==> src/rtl/branch_resolver.sv <==
// branch_resolver: latches comparator flags and resolves conditional branches into taken/next-PC results.
// Optional BRANCH_STATS_EN adds saturating taken/not-taken result counters.
module branch_resolver #(
  parameter int ADDR_WIDTH   = 20,
  parameter int OFFSET_WIDTH = 12,
  parameter int PC_STEP      = 4
) (
  input  logic                    clk,
  input  logic                    rst,
  input  logic                    cmp_valid,
  input  logic                    lt,
  input  logic                    ge,
  input  logic                    br_valid,
  output logic                    br_ready,
  input  logic [1:0]              br_cond,
  input  logic [ADDR_WIDTH-1:0]   pc,
  input  logic [OFFSET_WIDTH-1:0] offset,
  output logic                    res_valid,
  input  logic                    res_ready,
  output logic                    res_taken,
  output logic [ADDR_WIDTH-1:0]   res_target,
  output logic                    flags_valid
`ifdef BRANCH_STATS_EN
  ,
  output logic [15:0]             stat_taken,
  output logic [15:0]             stat_not_taken
`endif
);
  typedef enum logic [1:0] {IDLE, WAIT_FLAGS, RESOLVE} state_t;
  localparam logic [1:0] C_ALWAYS = 2'b00, C_LT = 2'b01, C_GE = 2'b10, C_NEVER = 2'b11;
  state_t state_q, state_d;
  logic lt_q, lt_d, ge_q, ge_d, flags_valid_q, flags_valid_d, taken_q, taken_d;
  logic [1:0] cond_q, cond_d;
  logic [ADDR_WIDTH-1:0] pc_q, pc_d, off_q, off_d, target_q, target_d, sext_off;
  logic hs;
  function automatic logic take(input logic [1:0] c, input logic l, input logic g);
    return c == C_ALWAYS ? 1'b1 : c == C_LT ? l : c == C_GE ? g : 1'b0;
  endfunction
  function automatic logic [ADDR_WIDTH-1:0] next_pc(input logic [ADDR_WIDTH-1:0] p,
                                                    input logic [ADDR_WIDTH-1:0] o, input logic t);
    return t ? p + o : p + ADDR_WIDTH'(PC_STEP);
  endfunction
  assign sext_off    = {{(ADDR_WIDTH-OFFSET_WIDTH){offset[OFFSET_WIDTH-1]}}, offset};
  assign br_ready    = state_q == IDLE;
  assign res_valid   = state_q == RESOLVE;
  assign res_taken   = taken_q;
  assign res_target  = target_q;
  assign flags_valid = flags_valid_q;
  assign hs          = res_valid && res_ready;
  always_comb begin
    state_d       = state_q;
    lt_d          = cmp_valid ? lt : lt_q;
    ge_d          = cmp_valid ? ge : ge_q;
    flags_valid_d = flags_valid_q | cmp_valid;
    cond_d        = cond_q;
    pc_d          = pc_q;
    off_d         = off_q;
    taken_d       = taken_q;
    target_d      = target_q;
    if (state_q == IDLE && br_valid) begin
      cond_d = br_cond;
      pc_d   = pc;
      off_d  = sext_off;
      // lt_d/ge_d already carry the same-cycle compare, giving the bypass for free
      if (br_cond == C_ALWAYS || br_cond == C_NEVER || flags_valid_q || cmp_valid) begin
        state_d  = RESOLVE;
        taken_d  = take(br_cond, lt_d, ge_d);
        target_d = next_pc(pc, sext_off, taken_d);
      end else begin
        state_d = WAIT_FLAGS;
      end
    end else if (state_q == WAIT_FLAGS && cmp_valid) begin
      state_d  = RESOLVE;
      taken_d  = take(cond_q, lt, ge);
      target_d = next_pc(pc_q, off_q, taken_d);
    end else if (hs) begin
      state_d = IDLE;
    end
  end
  always_ff @(posedge clk) begin
    if (rst) begin
      state_q       <= IDLE;
      lt_q          <= 1'b0;
      ge_q          <= 1'b0;
      flags_valid_q <= 1'b0;
      cond_q        <= C_ALWAYS;
      pc_q          <= '0;
      off_q         <= '0;
      taken_q       <= 1'b0;
      target_q      <= '0;
    end else begin
      state_q       <= state_d;
      lt_q          <= lt_d;
      ge_q          <= ge_d;
      flags_valid_q <= flags_valid_d;
      cond_q        <= cond_d;
      pc_q          <= pc_d;
      off_q         <= off_d;
      taken_q       <= taken_d;
      target_q      <= target_d;
    end
  end
`ifdef BRANCH_STATS_EN
  logic [15:0] stat_taken_q, stat_taken_d, stat_not_taken_q, stat_not_taken_d;
  assign stat_taken     = stat_taken_q;
  assign stat_not_taken = stat_not_taken_q;
  always_comb begin
    stat_taken_d     = (hs && taken_q && stat_taken_q != 16'hFFFF) ? stat_taken_q + 16'd1 : stat_taken_q;
    stat_not_taken_d = (hs && !taken_q && stat_not_taken_q != 16'hFFFF) ? stat_not_taken_q + 16'd1 : stat_not_taken_q;
  end
  always_ff @(posedge clk) begin
    if (rst) begin
      stat_taken_q     <= '0;
      stat_not_taken_q <= '0;
    end else begin
      stat_taken_q     <= stat_taken_d;
      stat_not_taken_q <= stat_not_taken_d;
    end
  end
`endif
endmodule

==> config.mk <==
export PLATFORM = sky130hd
export DESIGN_NAME = branch_resolver
export DESIGN_NICKNAME = d
export VERILOG_FILES = /design/src/rtl/branch_resolver.sv
export SDC_FILE = /design/constraint.sdc
export NUM_CORES = 1
export LEC_CHECK = 0
export CAP_MARGIN = 5
export CORE_AREA = 5 5 112 114
export DETAILED_ROUTE_END_ITERATION = 8
export DIE_AREA = 0 0 117 119
export PLACE_DENSITY = 0.66
export SLEW_MARGIN = 20
export SYNTH_ARGS = -nofsm -noshare
export SYNTH_HDL_FRONTEND = slang
export SYNTH_SLANG_ARGS = --single-unit
export TNS_END_PERCENT = 5
==> constraint.sdc <==
create_clock -name clk -period 3.1 [get_ports clk]
set_clock_uncertainty 0.05 [all_clocks]
set_input_delay 0.465 -clock clk [delete_from_list [all_inputs] [get_ports clk]]
set_output_delay 0.465 -clock clk [all_outputs]
set_load 0.02 [all_outputs]
==> flow_summary.yaml, run 1 <==
outcome:
  status: "complete, no violations"
routing:
  ant_nets: 0
  wire_per_inst_um: 16.9
  vias_per_cell: 5.73
  dr_total_vias: 5275
  drc: 0
  drt_first_pass_iters: 5
  drt_iter0_drc: 228
  drt-total-wl_mm: 15.5
worst_setup_path:
  required_ps: 3330
  rrSetupSlack_ps: 110
  critPathCaptureType: "flip-flop"
  crit_fanout: 4
  path_class: "reg -> reg"
  crit_path_start_kind: "flip-flop"
  cp.arrival_ps: 3220
floorplan:
  ioPinCount: 65
  die_h_um: 119
  die-area_um2: 13900
  core_area_um2: 11300
  initial_core_util: 0.445
  die_w_um: 117
  std_cell_rows: 39
power_and_ir_drop:
  power_mw: 2.92
  powerDensity_nw_per_um2: 450
  power.leakage_nw: 2.70
  vdd_drop_max_mv: 0.524
yosys:
  syn_area_um2: 5040
  ys_types: 57
  synth_edf_count: 0
  synth_area_per_cell_um2: 7.42
  synth_seq_cells: 60
  yosysSeqAreaShare: 0.238
  synthFlopType: "dfxtp_1"
  synth_warnings: 0
  syn_nets: 765
  ys_async_sr_fraction: 0
  syn_inst: 679
global_routing:
  antenna_found_initial: 0
  grt_overflow: 0
  grtUsageTotal: 0.224
  grt_max_degree: 45
  grt_pass1_wl_mm: 24.9
  grt_pass1_vias: 5267
timing:
  setup_ws_ps: 111
  hold_viol_final: 0
  relSlewSlack: 0.541
  min_period_over_period: 0.964
  fin_crit_ps: 2990
  setup-violations-final: 0
  finalSetupTns_ps: 0
  holdWs_ps: 414
  tightest_slew_ps: 688
  slew_viol_final: 0
  max_freq_mhz: 335
finish:
  layout_common_cells: "nand2_1 (119), a21oi_1 (77), clkdlybuf4s50_1 (63), dfxtp_1 (58), nor2_1 (52)"
  seqCellArea_um2: 1200
  antenna_cells: 0
  nNetsFinal: 858
  final_common_cell: "nand2_1"
  multi_input_area_um2: 3730
  finalNonFillerCells: 920
  nFillCells: 1104
  drive_gt1_frac: 0.111
  syn_to_final_growth_pct: 28.7
clocking:
  root_buffer: "clkbuf_16"
  clk_latency_ps: 330
  cts_made_buffers: 9
  cts_tree: "done"
  htree_num_levels: 3
  cts_buffer_depth: 2
  cts_sinks: 60
  hold_buffers: 0
  path_clk_slew_ps: 50
place:
  portBuffers: 64
  hpwl_mm: 12.2
  place_ws_ps: -82.8
  gp_congestion: 0.892
  dp.cells: 900
flow_run:
  maxCapViolCount: 0
worst_hold_path:
  hold_path.class: "reg -> reg"
## metrics by stage
stage | util | cell area, um^2
after floorplan | - | 5040
after global placement | 0.537 | 6080
after detailed placement | 0.537 | 6080
after CTS | 0.566 | 6410
after global routing | 0.573 | 6490
final | 0.573 | 6490
## cell type report
class	count	share of cell area
Sequential cell	60	0.185
Inverter	17	0.00983
Clock inverter	5	0.0116
Multi-Input combinational cell	572	0.575
Clock buffer	11	0.0374
Timing Repair Buffer	112	0.153
Tap cell	143	0.0276
## final timing paths
path / startpoint / end / cells past startpoint
max: off_q[0]$_SDFFE_PP0P_ / res_target[18]$_SDFFE_PP0P_ / 12
min: off_q[2]$_SDFFE_PP0P_ / off_q[2]$_SDFFE_PP0P_ / 2
max reg2reg: off_q[0]$_SDFFE_PP0P_ / res_target[18]$_SDFFE_PP0P_ / 12
min reg2reg: off_q[2]$_SDFFE_PP0P_ / off_q[2]$_SDFFE_PP0P_ / 2
## sequential cells by signal (all words and copies together), names as in the netlist, 2 cells and up
register	count
state_q	2
res_target	20
pc_q	20
off_q	12
cond_q	2
## critical path, cell delays in order, from the launching register on
cell and delay, ps:
dfxtp_2 360, ha_4 160, inv_1 50, fa_2 340
nand2b_4 170, a21oi_4 200, o311a_1 210, o21ai_2 80
a311oi_2 330, a22oi_2 130, or2_1 280, a2111oi_4 410
o21a_1 170
## Yosys cell counts, types with 7 or more instances
cell type	number	area share
nand2_1	119	0.089
mux2i_1	8	0.016
nor3_1	17	0.017
nor2b_1	7	0.0087
nor2_1	52	0.039
and3_1	12	0.015
nand3_1	22	0.022
xnor2_1	25	0.043
a311oi_1	10	0.017
a211oi_1	10	0.015
clkbuf_1	26	0.019
nand2b_1	10	0.012
o21ai_0	20	0.020
xor2_1	24	0.042
inv_1	17	0.013
dfxtp_1	60	0.24
a21oi_1	78	0.077
a21o_1	14	0.021
ha_1	43	0.11
o21ai_1	8	0.0079
o211ai_1	28	0.042
o21a_1	7	0.010
## where the power goes
| part | switching [mW] | leakage (nW) | internal, mW |
|---|---|---|---|
| logic | 0.524 | 2.05 | 0.410 |
| clock network | 0.357 | 0.159 | 0.721 |
| registers | 0.0668 | 0.494 | 0.841 |
## cell families (layout without fill, tap and decap cells)
logic type      after synthesis  count (layout)  synth area share
mux                           8               8            0.0159
xor+xnor                     49              49            0.0852
compound gates              208             208             0.276
fa+ha+maj                    45              45             0.115
flops                        60              60             0.238
simple gates                262             262             0.235
buf+inv                      47             145            0.0353
## repair_timing
item                       in CTS  in global routing
buffers inserted                0                  4
pin swaps                       0                  7
gates resized for setup         1                 12
setup endpoints to repair       1                  4
## metal layers
layer  routed length (um)  global-route usage  part of all wire
met5                    0                   0                 0
met4                  386              0.0760             0.025
met3                  750              0.0441             0.048
met2                 8250               0.413              0.53
met1                 6130               0.251              0.39
Note: power is estimated with default switching activity, not from simulation.
==> run 2, diff against run 1 <==
- CELL_PAD_IN_SITES_DETAIL_PLACEMENT: not set -> 0
- CELL_PAD_IN_SITES_GLOBAL_PLACEMENT: not set -> 1
- CORE_AREA: 5 5 112 114 -> 5 5 117 119
- DIE_AREA: 0 0 117 119 -> 0 0 122 124
- PLACE_DENSITY: 0.66 -> 0.8
==> flow_summary.yaml, run 2 (synthesized netlist as in run 1, its figures left out) <==
floorplan:
  initial_core_util: 0.404
  die_w_um: 122
  core_area_um2: 12500
  ioPinCount: 65
  die_h_um: 124
  die-area_um2: 15100
  std_cell_rows: 41
worst_setup_path:
  timing.rr.start: "off_q[0]$_SDFFE_PP0P_"
  cpPeakStageDelay_ps: 380
  required_ps: 3330
  crit_path_cell_trace: "ha_4 -> inv_1 -> fa_1 -> nand2b_4 -> a21oi_4 -> o311a_1 -> o21ai_2 -> a311oi_2 -> a22oi_2 -> or2_1 -> a2111oi_4 -> o21a_1"
  crit_path_start_kind: "flip-flop"
  cpMaxStageDelayCell: "fa_1"
  path_class: "reg -> reg"
  cp_num_buf_inv: 1
  cp.arrival_ps: 3210
  critPathCaptureType: "flip-flop"
  rrSetupSlack_ps: 120
  critical-path-top-delay-family: "compound AO/OA/AOI/OAI gates"
  crit_fanout: 4
  cp-startpoint: "off_q[0]$_SDFFE_PP0P_"
timing:
  hold_viol_final: 0
  min_period_over_period: 0.961
  finalSetupTns_ps: 0
  tightest_slew_ps: 704
  setup_ws_ps: 122
  setup-violations-final: 0
  slew_viol_final: 0
  rsz0062_at_grt: "no"
  fin_crit_ps: 2980
  max_freq_mhz: 336
  relSlewSlack: 0.531
worst_hold_path:
  hold_start: "res_target[15]$_SDFFE_PP0P_"
  hold_path.class: "reg -> reg"
routing:
  drt_first_pass_iters: 4
  dr_total_vias: 5303
  wire_per_inst_um: 16.7
  drt_iter0_drc: 300
  vias_per_cell: 5.59
  ant_nets: 0
  drc: 0
  drt-total-wl_mm: 15.9
power_and_ir_drop:
  powerDensity_nw_per_um2: 461
  p_sw_frac: 0.324
  vdd_drop_max_mv: 0.305
  power.leakage_nw: 2.71
  p_switching_mw: 0.979
  pwr-share-comb: 0.314
  seqPwrFrac: 0.297
  p_int_mw: 2.05
  power_frac_clock: 0.389
global_routing:
  grtUsageTotal: 0.215
  grt_overflow: 0
  grt_max_degree: 48
  grt_pass1_vias: 5282
  grt_pass1_wl_mm: 25.7
  antenna_found_initial: 0
clocking:
  path_clk_slew_ps: 50
  cts_sinks: 60
  cts_tree: "done"
  cts_made_buffers: 9
  clk_latency_ps: 330
  cts_buffer_depth: 2
  root_buffer: "clkbuf_16"
  hold_buffers: 0
  htree_num_levels: 3
finish:
  final_core_util: 0.527
  drive_gt1_frac: 0.106
  antenna_cells: 0
  final_common_cell: "nand2_1"
  syn_to_final_growth_pct: 30.2
  nFillCells: 1228
  layout_common_cells: "nand2_1 (119), a21oi_1 (78), clkdlybuf4s50_1 (63), dfxtp_1 (59), nor2_1 (52)"
  nNetsFinal: 858
place:
  portBuffers: 64
  gp_congestion: 0.944
  hpwl_mm: 12.6
  place_ws_ps: -164
flow_run:
  maxCapViolCount: 0
outcome:
  status: "complete, no violations"
[run 2: metal layers]
metal  wire (um)  track usage  up-vias  part of all wire
li1            -            -     2645                 -
met1        6520        0.243     2460              0.41
met2        8100        0.395      160              0.51
met3         683       0.0400       38             0.043
met4         581       0.0903        0             0.037
met5           0            0        -                 0
[run 2: through the flow]
| stage | instance area [um^2] | instances | hold WS [ps] | total power, mW |
|---|---|---|---|---|
| after floorplan | 5040 | 679 | 390 | 1.48 |
| after global placement | 6170 | 932 | 397 | 1.84 |
| after detailed placement | 6170 | 932 | 404 | 1.86 |
| after CTS | 6520 | 948 | 412 | 3.03 |
| after global routing | 6560 | 949 | 438 | 3.18 |
| final | 6560 | 949 | 412 | 3.03 |
[run 2: area by class of cell]
cell class | instances | area, um^2 | share of cell area
Tap cell | 172 | 215 | 0.0328
Clock inverter | 7 | 124 | 0.0189
Multi-Input combinational cell | 572 | 3710 | 0.566
Sequential cell | 60 | 1200 | 0.183
Timing Repair Buffer | 112 | 1020 | 0.156
Clock buffer | 9 | 225 | 0.0343
Inverter | 17 | 63.8 | 0.00972
[run 2: path summary, 6_finish.rpt]
kind	depth (start not counted)	endpoint
hold / removal	2	res_target[15]$_SDFFE_PP0P_
setup reg to reg	12	res_target[18]$_SDFFE_PP0P_
setup / recovery	12	res_target[18]$_SDFFE_PP0P_
hold reg to reg	2	res_target[15]$_SDFFE_PP0P_
[run 2: what timing repair did]
action | 4_1_cts | 5_1_grt
setup buffers | 0 | 1
setup endpoints to repair | 0 | 3
resized for setup | 0 | 8
hold endpoints to repair | 0 | 0
[run 2: worst min-delay path, cell delays in order (launching register included)]
cell     delay [ps]
dfxtp_1         310
nand2_1          50
a21oi_1          50
[run 2: power groups by stage]
| stage | clock network [mW] | registers (mW) | logic (mW) |
|---|---|---|---|
| 3_5_place_dp | 0 | 0.916 | 0.941 |
| 3_3_place_gp | 0 | 0.914 | 0.927 |
| 5_1_grt | 1.22 | 0.909 | 1.05 |
| 2_1_floorplan | 0 | 0.940 | 0.535 |
| 6_report | 1.18 | 0.900 | 0.950 |
| 4_1_cts | 1.19 | 0.900 | 0.946 |
==> run 3, diff against run 2 <==
- CTS_CLUSTER_DIAMETER: not set -> 100
- SLEW_MARGIN: 20 -> not set
==> results of run 3 <==
No change in the layout: final DEF, timing and power equal those of run 2.
